### src/rtl/dvp_pkg.sv
// Shared types and widths for the RGB565 to DVP transmitter.
// Holds the timing FSM state enumeration and bus width constants.
package dvp_pkg;

    localparam int RGB565_W = 16;
    localparam int RAW10_W  = 10;

    typedef enum logic [2:0] {
        S_IDLE,
        S_VSYNC,
        S_VBACK,
        S_ACTIVE,
        S_HBLANK,
        S_VFRONT
    } dvp_state_t;

endpackage

### src/rtl/rgb565_to_dvp_tx_if.sv
// Pixel stream handshake between a pixel source and the DVP transmitter.
// The source drives data/valid; the transmitter answers with ready.
interface rgb565_to_dvp_tx_if;
    import dvp_pkg::*;

    logic [RGB565_W-1:0] in_data;
    logic                in_valid;
    logic                in_ready;

    modport master (
        output in_data,
        output in_valid,
        input  in_ready
    );

    modport slave (
        input  in_data,
        input  in_valid,
        output in_ready
    );

endinterface

### src/rtl/rgb565_to_raw10_luma.sv
// Combinational RGB565 to 10-bit luma-like RAW value.
// Channels widen by bit replication; green is weighted twice.
module rgb565_to_raw10_luma
    import dvp_pkg::*;
(
    input  logic [RGB565_W-1:0] i_rgb,
    output logic [RAW10_W-1:0]  o_raw
);

    localparam int SUM_W = RAW10_W + 2;

    logic [9:0]       w_r10;
    logic [9:0]       w_g10;
    logic [9:0]       w_b10;
    logic [SUM_W-1:0] w_sum;

    assign w_r10 = {i_rgb[15:11], i_rgb[15:11]};
    assign w_g10 = {i_rgb[10:5], i_rgb[10:7]};
    assign w_b10 = {i_rgb[4:0], i_rgb[4:0]};

    // Max sum is 1023 + 2046 + 1023 = 4092, so 12 bits never overflow.
    assign w_sum = {2'b00, w_r10}
                 + {1'b0, w_g10, 1'b0}
                 + {2'b00, w_b10};

    assign o_raw = w_sum[SUM_W-1:2];

endmodule

### src/rtl/rgb565_to_dvp_tx.sv
// DVP frame timing generator that streams RGB565 input as RAW10 pixels.
// Timing never stalls; missing input in an active slot is an underrun.
module rgb565_to_dvp_tx
    import dvp_pkg::*;
#(
    parameter int H_ACTIVE    = 160,
    parameter int V_ACTIVE    = 120,
    parameter int H_BLANK     = 40,
    parameter int VSYNC_LINES = 4,
    parameter int V_BACK      = 2,
    parameter int V_FRONT     = 2
) (
    input  logic                 clk,
    input  logic                 rst,
    input  logic                 i_enable,
    rgb565_to_dvp_tx_if.slave    px_if,
    output logic [RAW10_W-1:0]   o_pixdata,
    output logic                 o_href,
    output logic                 o_vsync,
    output logic                 o_underrun,
    output logic                 o_frame_done
);

    localparam int H_TOTAL = H_ACTIVE + H_BLANK;
    localparam int L_M1    = (V_ACTIVE > VSYNC_LINES) ? V_ACTIVE : VSYNC_LINES;
    localparam int L_M2    = (V_BACK > V_FRONT) ? V_BACK : V_FRONT;
    localparam int L_MAX   = (L_M1 > L_M2) ? L_M1 : L_M2;
    localparam int HW      = (H_TOTAL > 1) ? $clog2(H_TOTAL) : 1;
    localparam int LW      = (L_MAX > 1) ? $clog2(L_MAX) : 1;

    localparam logic [HW-1:0] H_ACT_LAST = HW'(H_ACTIVE - 1);
    localparam logic [HW-1:0] H_BLK_LAST = HW'(H_BLANK - 1);
    localparam logic [HW-1:0] H_TOT_LAST = HW'(H_TOTAL - 1);
    localparam logic [LW-1:0] L_VS_LAST  = LW'(VSYNC_LINES - 1);
    localparam logic [LW-1:0] L_VB_LAST  = LW'(V_BACK - 1);
    localparam logic [LW-1:0] L_ACT_LAST = LW'(V_ACTIVE - 1);
    localparam logic [LW-1:0] L_VF_LAST  = LW'(V_FRONT - 1);

    dvp_state_t           r_state;
    dvp_state_t           w_state_nxt;
    logic [HW-1:0]        r_hcnt;
    logic [HW-1:0]        w_hcnt_nxt;
    logic [LW-1:0]        r_lcnt;
    logic [LW-1:0]        w_lcnt_nxt;
    logic                 w_frame_end;
    logic                 w_active;
    logic [RAW10_W-1:0]   w_luma;

    logic [RAW10_W-1:0]   r_pixdata;
    logic                 r_href;
    logic                 r_vsync;
    logic                 r_underrun;
    logic                 r_frame_done;

    rgb565_to_raw10_luma u_luma (
        .i_rgb (px_if.in_data),
        .o_raw (w_luma)
    );

    assign w_active       = (r_state == S_ACTIVE);
    assign px_if.in_ready = w_active;

    // State and position counters.
    always_ff @(posedge clk or posedge rst) begin
        if (rst) begin
            r_state <= S_IDLE;
            r_hcnt  <= '0;
            r_lcnt  <= '0;
        end else begin
            r_state <= w_state_nxt;
            r_hcnt  <= w_hcnt_nxt;
            r_lcnt  <= w_lcnt_nxt;
        end
    end

    // Next state; the clock counter wraps on every line or state boundary.
    always_comb begin
        w_state_nxt = r_state;
        w_hcnt_nxt  = r_hcnt + 1'b1;
        w_lcnt_nxt  = r_lcnt;
        w_frame_end = 1'b0;
        unique case (r_state)
            S_IDLE: begin
                w_hcnt_nxt = '0;
                w_lcnt_nxt = '0;
                if (i_enable) w_state_nxt = S_VSYNC;
            end
            S_VSYNC: begin
                if (r_hcnt == H_TOT_LAST) begin
                    w_hcnt_nxt = '0;
                    if (r_lcnt == L_VS_LAST) begin
                        w_lcnt_nxt  = '0;
                        w_state_nxt = S_VBACK;
                    end else begin
                        w_lcnt_nxt = r_lcnt + 1'b1;
                    end
                end
            end
            S_VBACK: begin
                if (r_hcnt == H_TOT_LAST) begin
                    w_hcnt_nxt = '0;
                    if (r_lcnt == L_VB_LAST) begin
                        w_lcnt_nxt  = '0;
                        w_state_nxt = S_ACTIVE;
                    end else begin
                        w_lcnt_nxt = r_lcnt + 1'b1;
                    end
                end
            end
            S_ACTIVE: begin
                if (r_hcnt == H_ACT_LAST) begin
                    w_hcnt_nxt  = '0;
                    w_state_nxt = S_HBLANK;
                end
            end
            S_HBLANK: begin
                if (r_hcnt == H_BLK_LAST) begin
                    w_hcnt_nxt = '0;
                    if (r_lcnt == L_ACT_LAST) begin
                        w_lcnt_nxt  = '0;
                        w_state_nxt = S_VFRONT;
                    end else begin
                        w_lcnt_nxt  = r_lcnt + 1'b1;
                        w_state_nxt = S_ACTIVE;
                    end
                end
            end
            S_VFRONT: begin
                if (r_hcnt == H_TOT_LAST) begin
                    w_hcnt_nxt = '0;
                    if (r_lcnt == L_VF_LAST) begin
                        w_lcnt_nxt  = '0;
                        w_frame_end = 1'b1;
                        w_state_nxt = i_enable ? S_VSYNC : S_IDLE;
                    end else begin
                        w_lcnt_nxt = r_lcnt + 1'b1;
                    end
                end
            end
            default: begin
                w_hcnt_nxt  = '0;
                w_lcnt_nxt  = '0;
                w_state_nxt = S_IDLE;
            end
        endcase
    end

    // Bus outputs lag the state by one clock so all pins change together.
    always_ff @(posedge clk or posedge rst) begin
        if (rst) begin
            r_pixdata    <= '0;
            r_href       <= 1'b0;
            r_vsync      <= 1'b0;
            r_underrun   <= 1'b0;
            r_frame_done <= 1'b0;
        end else begin
            r_href       <= w_active;
            r_vsync      <= (r_state == S_VSYNC);
            r_underrun   <= w_active && !px_if.in_valid;
            r_pixdata    <= (w_active && px_if.in_valid) ? w_luma : '0;
            r_frame_done <= w_frame_end;
        end
    end

    assign o_pixdata    = r_pixdata;
    assign o_href       = r_href;
    assign o_vsync      = r_vsync;
    assign o_underrun   = r_underrun;
    assign o_frame_done = r_frame_done;

endmodule

### src/flat_wrapper.sv
// flat-port wrapper written by rule: the top's interface ports become plain ports
module rgb565_to_dvp_tx_flat import dvp_pkg::*;
#(
    parameter int H_ACTIVE    = 160,
    parameter int V_ACTIVE    = 120,
    parameter int H_BLANK     = 40,
    parameter int VSYNC_LINES = 4,
    parameter int V_BACK      = 2,
    parameter int V_FRONT     = 2
)
  (clk, rst, i_enable, o_pixdata, o_href, o_vsync, o_underrun, o_frame_done, px_if_in_data, px_if_in_valid, px_if_in_ready);
  rgb565_to_dvp_tx_if px_if_i ();
  input  logic clk;
  input  logic rst;
  input  logic i_enable;
  output logic [RAW10_W-1:0] o_pixdata;
  output logic o_href;
  output logic o_vsync;
  output logic o_underrun;
  output logic o_frame_done;
  input wire logic [$bits(px_if_i.in_data)-1:0] px_if_in_data;
  input wire logic [$bits(px_if_i.in_valid)-1:0] px_if_in_valid;
  output wire logic [$bits(px_if_i.in_ready)-1:0] px_if_in_ready;
  assign px_if_i.in_data = px_if_in_data;
  assign px_if_i.in_valid = px_if_in_valid;
  assign px_if_in_ready = px_if_i.in_ready;
  rgb565_to_dvp_tx #(.H_ACTIVE(H_ACTIVE), .V_ACTIVE(V_ACTIVE), .H_BLANK(H_BLANK), .VSYNC_LINES(VSYNC_LINES), .V_BACK(V_BACK), .V_FRONT(V_FRONT)) u_core (.clk(clk), .rst(rst), .i_enable(i_enable), .px_if(px_if_i), .o_pixdata(o_pixdata), .o_href(o_href), .o_vsync(o_vsync), .o_underrun(o_underrun), .o_frame_done(o_frame_done));
endmodule
### config.mk
export PLATFORM = sky130hd
export DESIGN_NAME = rgb565_to_dvp_tx_flat
export DESIGN_NICKNAME = d
export VERILOG_FILES = /design/src/rtl/dvp_pkg.sv /design/src/rtl/rgb565_to_dvp_tx_if.sv /design/src/rtl/rgb565_to_raw10_luma.sv /design/src/rtl/rgb565_to_dvp_tx.sv /design/src/flat_wrapper.sv
export SDC_FILE = /design/constraint.sdc
export NUM_CORES = 1
export LEC_CHECK = 0
export CAP_MARGIN = 25
export CORE_ASPECT_RATIO = 0.9
export CORE_UTILIZATION = 58
export DETAILED_ROUTE_END_ITERATION = 12
export PLACE_DENSITY = 0.95
export SLEW_MARGIN = 20
export SYNTH_ARGS = -nofsm -noshare
export SYNTH_HDL_FRONTEND = slang
export SYNTH_SLANG_ARGS = --single-unit
### constraint.sdc
create_clock -name clk -period 5.7 [get_ports clk]
set_input_delay 0.855 -clock clk [delete_from_list [all_inputs] [get_ports clk]]
set_output_delay 0.855 -clock clk [all_outputs]
set_load 0.1 [all_outputs]
After elaboration in Yosys (flattened, before gate mapping):

Cells that the tools add are included.
Widths: inputs -> output; s select.

* logic and storage cells: 69
* input bits: 20
* output and inout port bits: 15
* register bits after elaboration: 32

* bitwise logic cells: 1
* reductions and logical operators: 8
* eq/ne operators: 21
* add/sub/neg operators: 4
* mux-type cells: 27

Operator list (number)
* $mux 7: 6
* $mux 3: 10
* $pmux 7 s4: 1
* $mux 8: 3
* $pmux 8 s3: 1
* $pmux 3 s6: 1
* $eq 8x8->1 const B: 2
* $ne 2x1->1 const B: 8
* $add 10x11->12: 1
* $add 12x10->12: 1
* $mux 10: 1
* $reduce_and 9->1: 1
* $add 8x1->8 const B: 1
* $eq 8x6->1 const B: 1
* $add 7x1->7 const B: 1
* $eq 7x1->1 const B: 1
* $eq 7x2->1 const B: 1
* $eq 7x7->1 const B: 1
* $eq 3x2->1 const B: 2
* $eq 3x3->1 const B: 2
* $mux 1: 4
* $ne 2x2->1 const B: 2
* $reduce_and 4->1: 1
* $eq 3x1->1 const B: 1
* other kinds (6): 7

Logic depth before layout (Yosys ltp):

* depth after elaboration: 4
* mapped depth: 9
* mapped depth without buffers: 9

Hierarchy:

From an unflattened synthesis, not the netlist that was laid out.

* cells, all modules: 237
* area total of the unflattened synthesis: 2282.2 um2

By module, submodules not included
* rgb565_to_dvp_tx: times used 1, sequential area each 800.8 um2, area each 1632.8 um2, cells each 166
* rgb565_to_raw10_luma: times used 1, sequential area each 0.0 um2, area each 649.4 um2, cells each 71

Least setup slack after synthesis:

No wires, ideal clock.

* kind: in2reg
* from: in px_if_in_data[1]
* to: reg u_core.r_pixdata[5], in the netlist u_core.o_pixdata[5]
* setup time: 129 ps
* data arrival time: 2793 ps
* slack: 2779 ps
* buffers on the path: 0
* required time: 5571 ps
* stages: 9
* path through: fa_1 and3_1 fa_1 a21o_1 a21oi_1 a2bb2oi_1 nor2b_1 xor2_1 nor2_1

* longest elaborated chain between the ends: 2

Ends and longest elaborated chain
* start: declaration: line flat_wrapper.sv:21 `input wire logic [$bits(px_if_i.in_data)-1:0] px_if_in_data;`
* $add 12x10->12: line rgb565_to_raw10_luma.sv:24 `+ {2'b00, w_b10};`
* $mux 10: line rgb565_to_dvp_tx.sv:160 `r_pixdata <= (w_active && px_if.in_valid) ? w_luma : '0;`
* end signal: assignment: line rgb565_to_dvp_tx.sv:160
* end: declaration: line rgb565_to_dvp_tx.sv:49 `logic [RAW10_W-1:0] r_pixdata;`

No other way between the ends.
A chain may end at the register's enable or synchronous reset.

Worst setup path in the final report:

* from: reg u_core.r_state[2]
* to: out px_if_in_ready

* longest elaborated chain between the ends: 1

Ends and longest elaborated chain
* start: declaration: line rgb565_to_dvp_tx.sv:39 `dvp_state_t r_state;`
* start signal: assignment: line rgb565_to_dvp_tx.sv:70 `r_state <= w_state_nxt;`
* $eq 3x2->1: line rgb565_to_dvp_tx.sv:60 `assign w_active = (r_state == S_ACTIVE);`
* end: declaration: line flat_wrapper.sv:23 `output wire logic [$bits(px_if_i.in_ready)-1:0] px_if_in_ready;`

No other way between the ends.

==> impl_metrics.yaml <==
sta:
  setup_viol: 0
  slew_headroom: 0.348
  setup_tns_ns: 0
  grt_setup_unrepaired: "no"
  fin_skew_ns: 0.00816
  hold_viol_final: 0
  finalMaxSlewViolations: 0
  fmaxAchievable_mhz: 292
  fin_crit_ns: 3.43
  hold_slack_ns: 0.487
  finalCritPeriodShare: 0.601
  worst_pin_slew_ns: 0.975
placement:
  hpwl_um: 3570
  place_inst: 296
  port_buffers: 34
  placed_area_um2: 2540
  place_congestion: 0.856
min_path:
  hold_depth: 1
  hp-class: "register to register"
  hold_start: "u_core.r_hcnt[0]$_DFF_PP0_"
  worstHoldEndpoint: "u_core.r_hcnt[0]$_DFF_PP0_"
power_and_ir_drop:
  p_leak_nw: 1.15
  power_density_nw_per_um2: 273
  vdd_drop_max_mv: 0.187
  total_power_mw: 0.715
drt:
  vias_per_cell: 5.89
  drc: 0
  via_count: 1785
  ant_nets: 0
  drt_iter0_markers: 132
  wl_um: 4720
  firstDrtPassIters: 4
  wire_per_inst_um: 15.6
clocking:
  htreeDepth: 2
  clock-sinks: 32
  cts-root-buf: "clkbuf_8"
  cts_tree: "built"
  clkLatencyLatePin_ns: 0.28
  post_cts_buffers: 0
  post_cts_resized: 0
  path_clk_slew_ns: 0.06
  cts_hold_buffers: 0
  cts_buffers: 5
  cts_buffer_depth: 2
cells_and_area:
  nets: 301
  final_cell_mix: "clkdlybuf4s50_1 (34), dfrtp_1 (32), nor2_1 (28)"
  drive_above_1_share: 0.0811
  finish.instance_area_um2: 2620
  final_cells: 303
  syn2layout_area_growth_pct: 21.6
  final_common_cell: "clkdlybuf4s50_1"
  diodes: 0
  nFillCells: 235
grt:
  overflow: 0
  antenna_found_initial: 0
  grt_pass1_vias: 1799
  grt_pass1_wl_um: 8170
  grt_use_total: 0.282
  grt_max_degree: 33
floorplan:
  die_h_um: 59.8
  ioPinCount: 35
  die-area_um2: 3960
  fp.dieW_um: 66.2
  core_area_um2: 3450
  fp-row-count: 20
  start_util: 0.623
critical_path:
  slowest_stage: "clkdlybuf4s50_1"
  crit_fanout: 12
  r2r_slack_ns: 3.50
  required_ns: 4.85
  critPathLaunchType: "register"
  worstSetupPathType: "register to primary output"
  crit_top_cell: "inv_1"
  max_stage_delay_ns: 1.18
  cp_cell_sequence: "inv_1 -> nand3_1 -> inv_1 -> clkdlybuf4s50_1"
  end_kind: "primary output"
  cp_data_arrival_time_ns: 2.57
  r2r_cells: 7
  worstReg2RegEnd: "u_core.r_lcnt[4]$_DFFE_PP0P_"
  reg2reg_from: "u_core.r_hcnt[0]$_DFF_PP0_"
yosys:
  synth_edf_count: 0
  synth-warning-count: 0
  syn_nets: 263
  synth_async_sr_flop_share: 1.00
  synthFlopType: "dfrtp_1"
  synthCells: 221
  syn_area_per_cell_um2: 9.73
  synth-seq-cells: 32
  synth_cell_types: 47
  syn_area_um2: 2150
  yosysSeqAreaShare: 0.372
job:
  max_cap_violations: 0
run_status:
  status: "finished, final reports clean"
## critical path, delay by kind of cell (launching register included)
kind                   cells  cell delay, ns
buffers and inverters      3            1.62
DFF                        1            0.51
and+or+nand+nor            1            0.15
## registers in the layout, summed over array words and instances (netlist names)
signal               count
u_core.r_lcnt            7
u_core.o_pixdata        10
u_core.r_hcnt            8
u_core.o_href            1
u_core.o_vsync           1
u_core.o_frame_done      1
u_core.o_underrun        1
u_core.r_state           3
## worst max-delay path by stage
stage / from / end / slack, ns / cells after the start
global placement: px_if_in_data[7] / u_core.o_pixdata[5]$_DFF_PP0_ / 2.21 / 10
CTS: u_core.r_state[2]$_DFFE_PP0P_ / px_if_in_ready / 2.28 / 4
finish: u_core.r_state[2]$_DFFE_PP0P_ / px_if_in_ready / 2.27 / 4
global route: u_core.r_state[2]$_DFFE_PP0P_ / px_if_in_ready / 2.20 / 4
detailed placement: px_if_in_data[1] / u_core.o_pixdata[7]$_DFF_PP0_ / 2.10 / 10
floorplan: px_if_in_data[1] / u_core.o_pixdata[5]$_DFF_PP0_ / 2.78 / 9
## final cells by class
cell class	count	area [um2]	area share
Tap cell	44	55.1	0.0210
Sequential cell	32	801	0.306
Multi-Input combinational cell	178	1310	0.500
Clock inverter	1	5.00	0.00191
Clock buffer	6	72.6	0.0277
Inverter	7	26.3	0.0100
Timing Repair Buffer	35	348	0.133
## cells in the mapped netlist (all sizes together), types with 3 or more instances
library cell,count,area (um2)
dfrtp,32,801
nor2,29,111
nand2,20,77.6
ha,12,150
a21oi,11,58.8
fa,10,200
nor3,9,61.3
nand3,8,40.0
xor2,8,70.1
a21o,7,52.6
inv,7,26.3
o21ai,7,35.0
nand4,6,37.5
a22o,5,43.8
xnor2,5,43.8
and3,4,25.0
clkbuf,4,15.0
nor2b,4,25.0
a211oi,3,22.5
mux2,3,37.5
nand2b,3,18.8
or2,3,18.8
## metal layers
metal	up-vias	GRT usage	share of wire	wire, um
met1	852	0.351	0.44	2060
met4	0	0.140	0.032	149
met2	58	0.469	0.49	2330
met3	16	0.0573	0.041	192
li1	859	-	-	-
met5	-	0	0	0
## cells by family after synthesis
| group | count (synthesis) | synth area share |
|---|---|---|
| simple gates | 94 | 0.225 |
| xor+xnor | 13 | 0.0529 |
| fa+ha+maj | 23 | 0.168 |
| compound gates | 43 | 0.136 |
| flops | 32 | 0.372 |
| mux | 5 | 0.0268 |
| buf+inv | 11 | 0.0192 |
## stage by stage
stage          worst slack [ns]  utilization
5_1_grt                    2.20        0.758
6_report                   2.27        0.758
3_3_place_gp               2.21        0.735
4_1_cts                    2.28        0.758
3_5_place_dp               2.10        0.735
2_1_floorplan              2.78            -
## report_power, final
group	switching (mW)	total [mW]	internal, mW
Sequential	0.00745	0.252	0.244
Clock	0.0763	0.159	0.0827
Combinational	0.210	0.304	0.0934
Total	0.294	0.715	0.420
(Power assumes the default switching activity.)
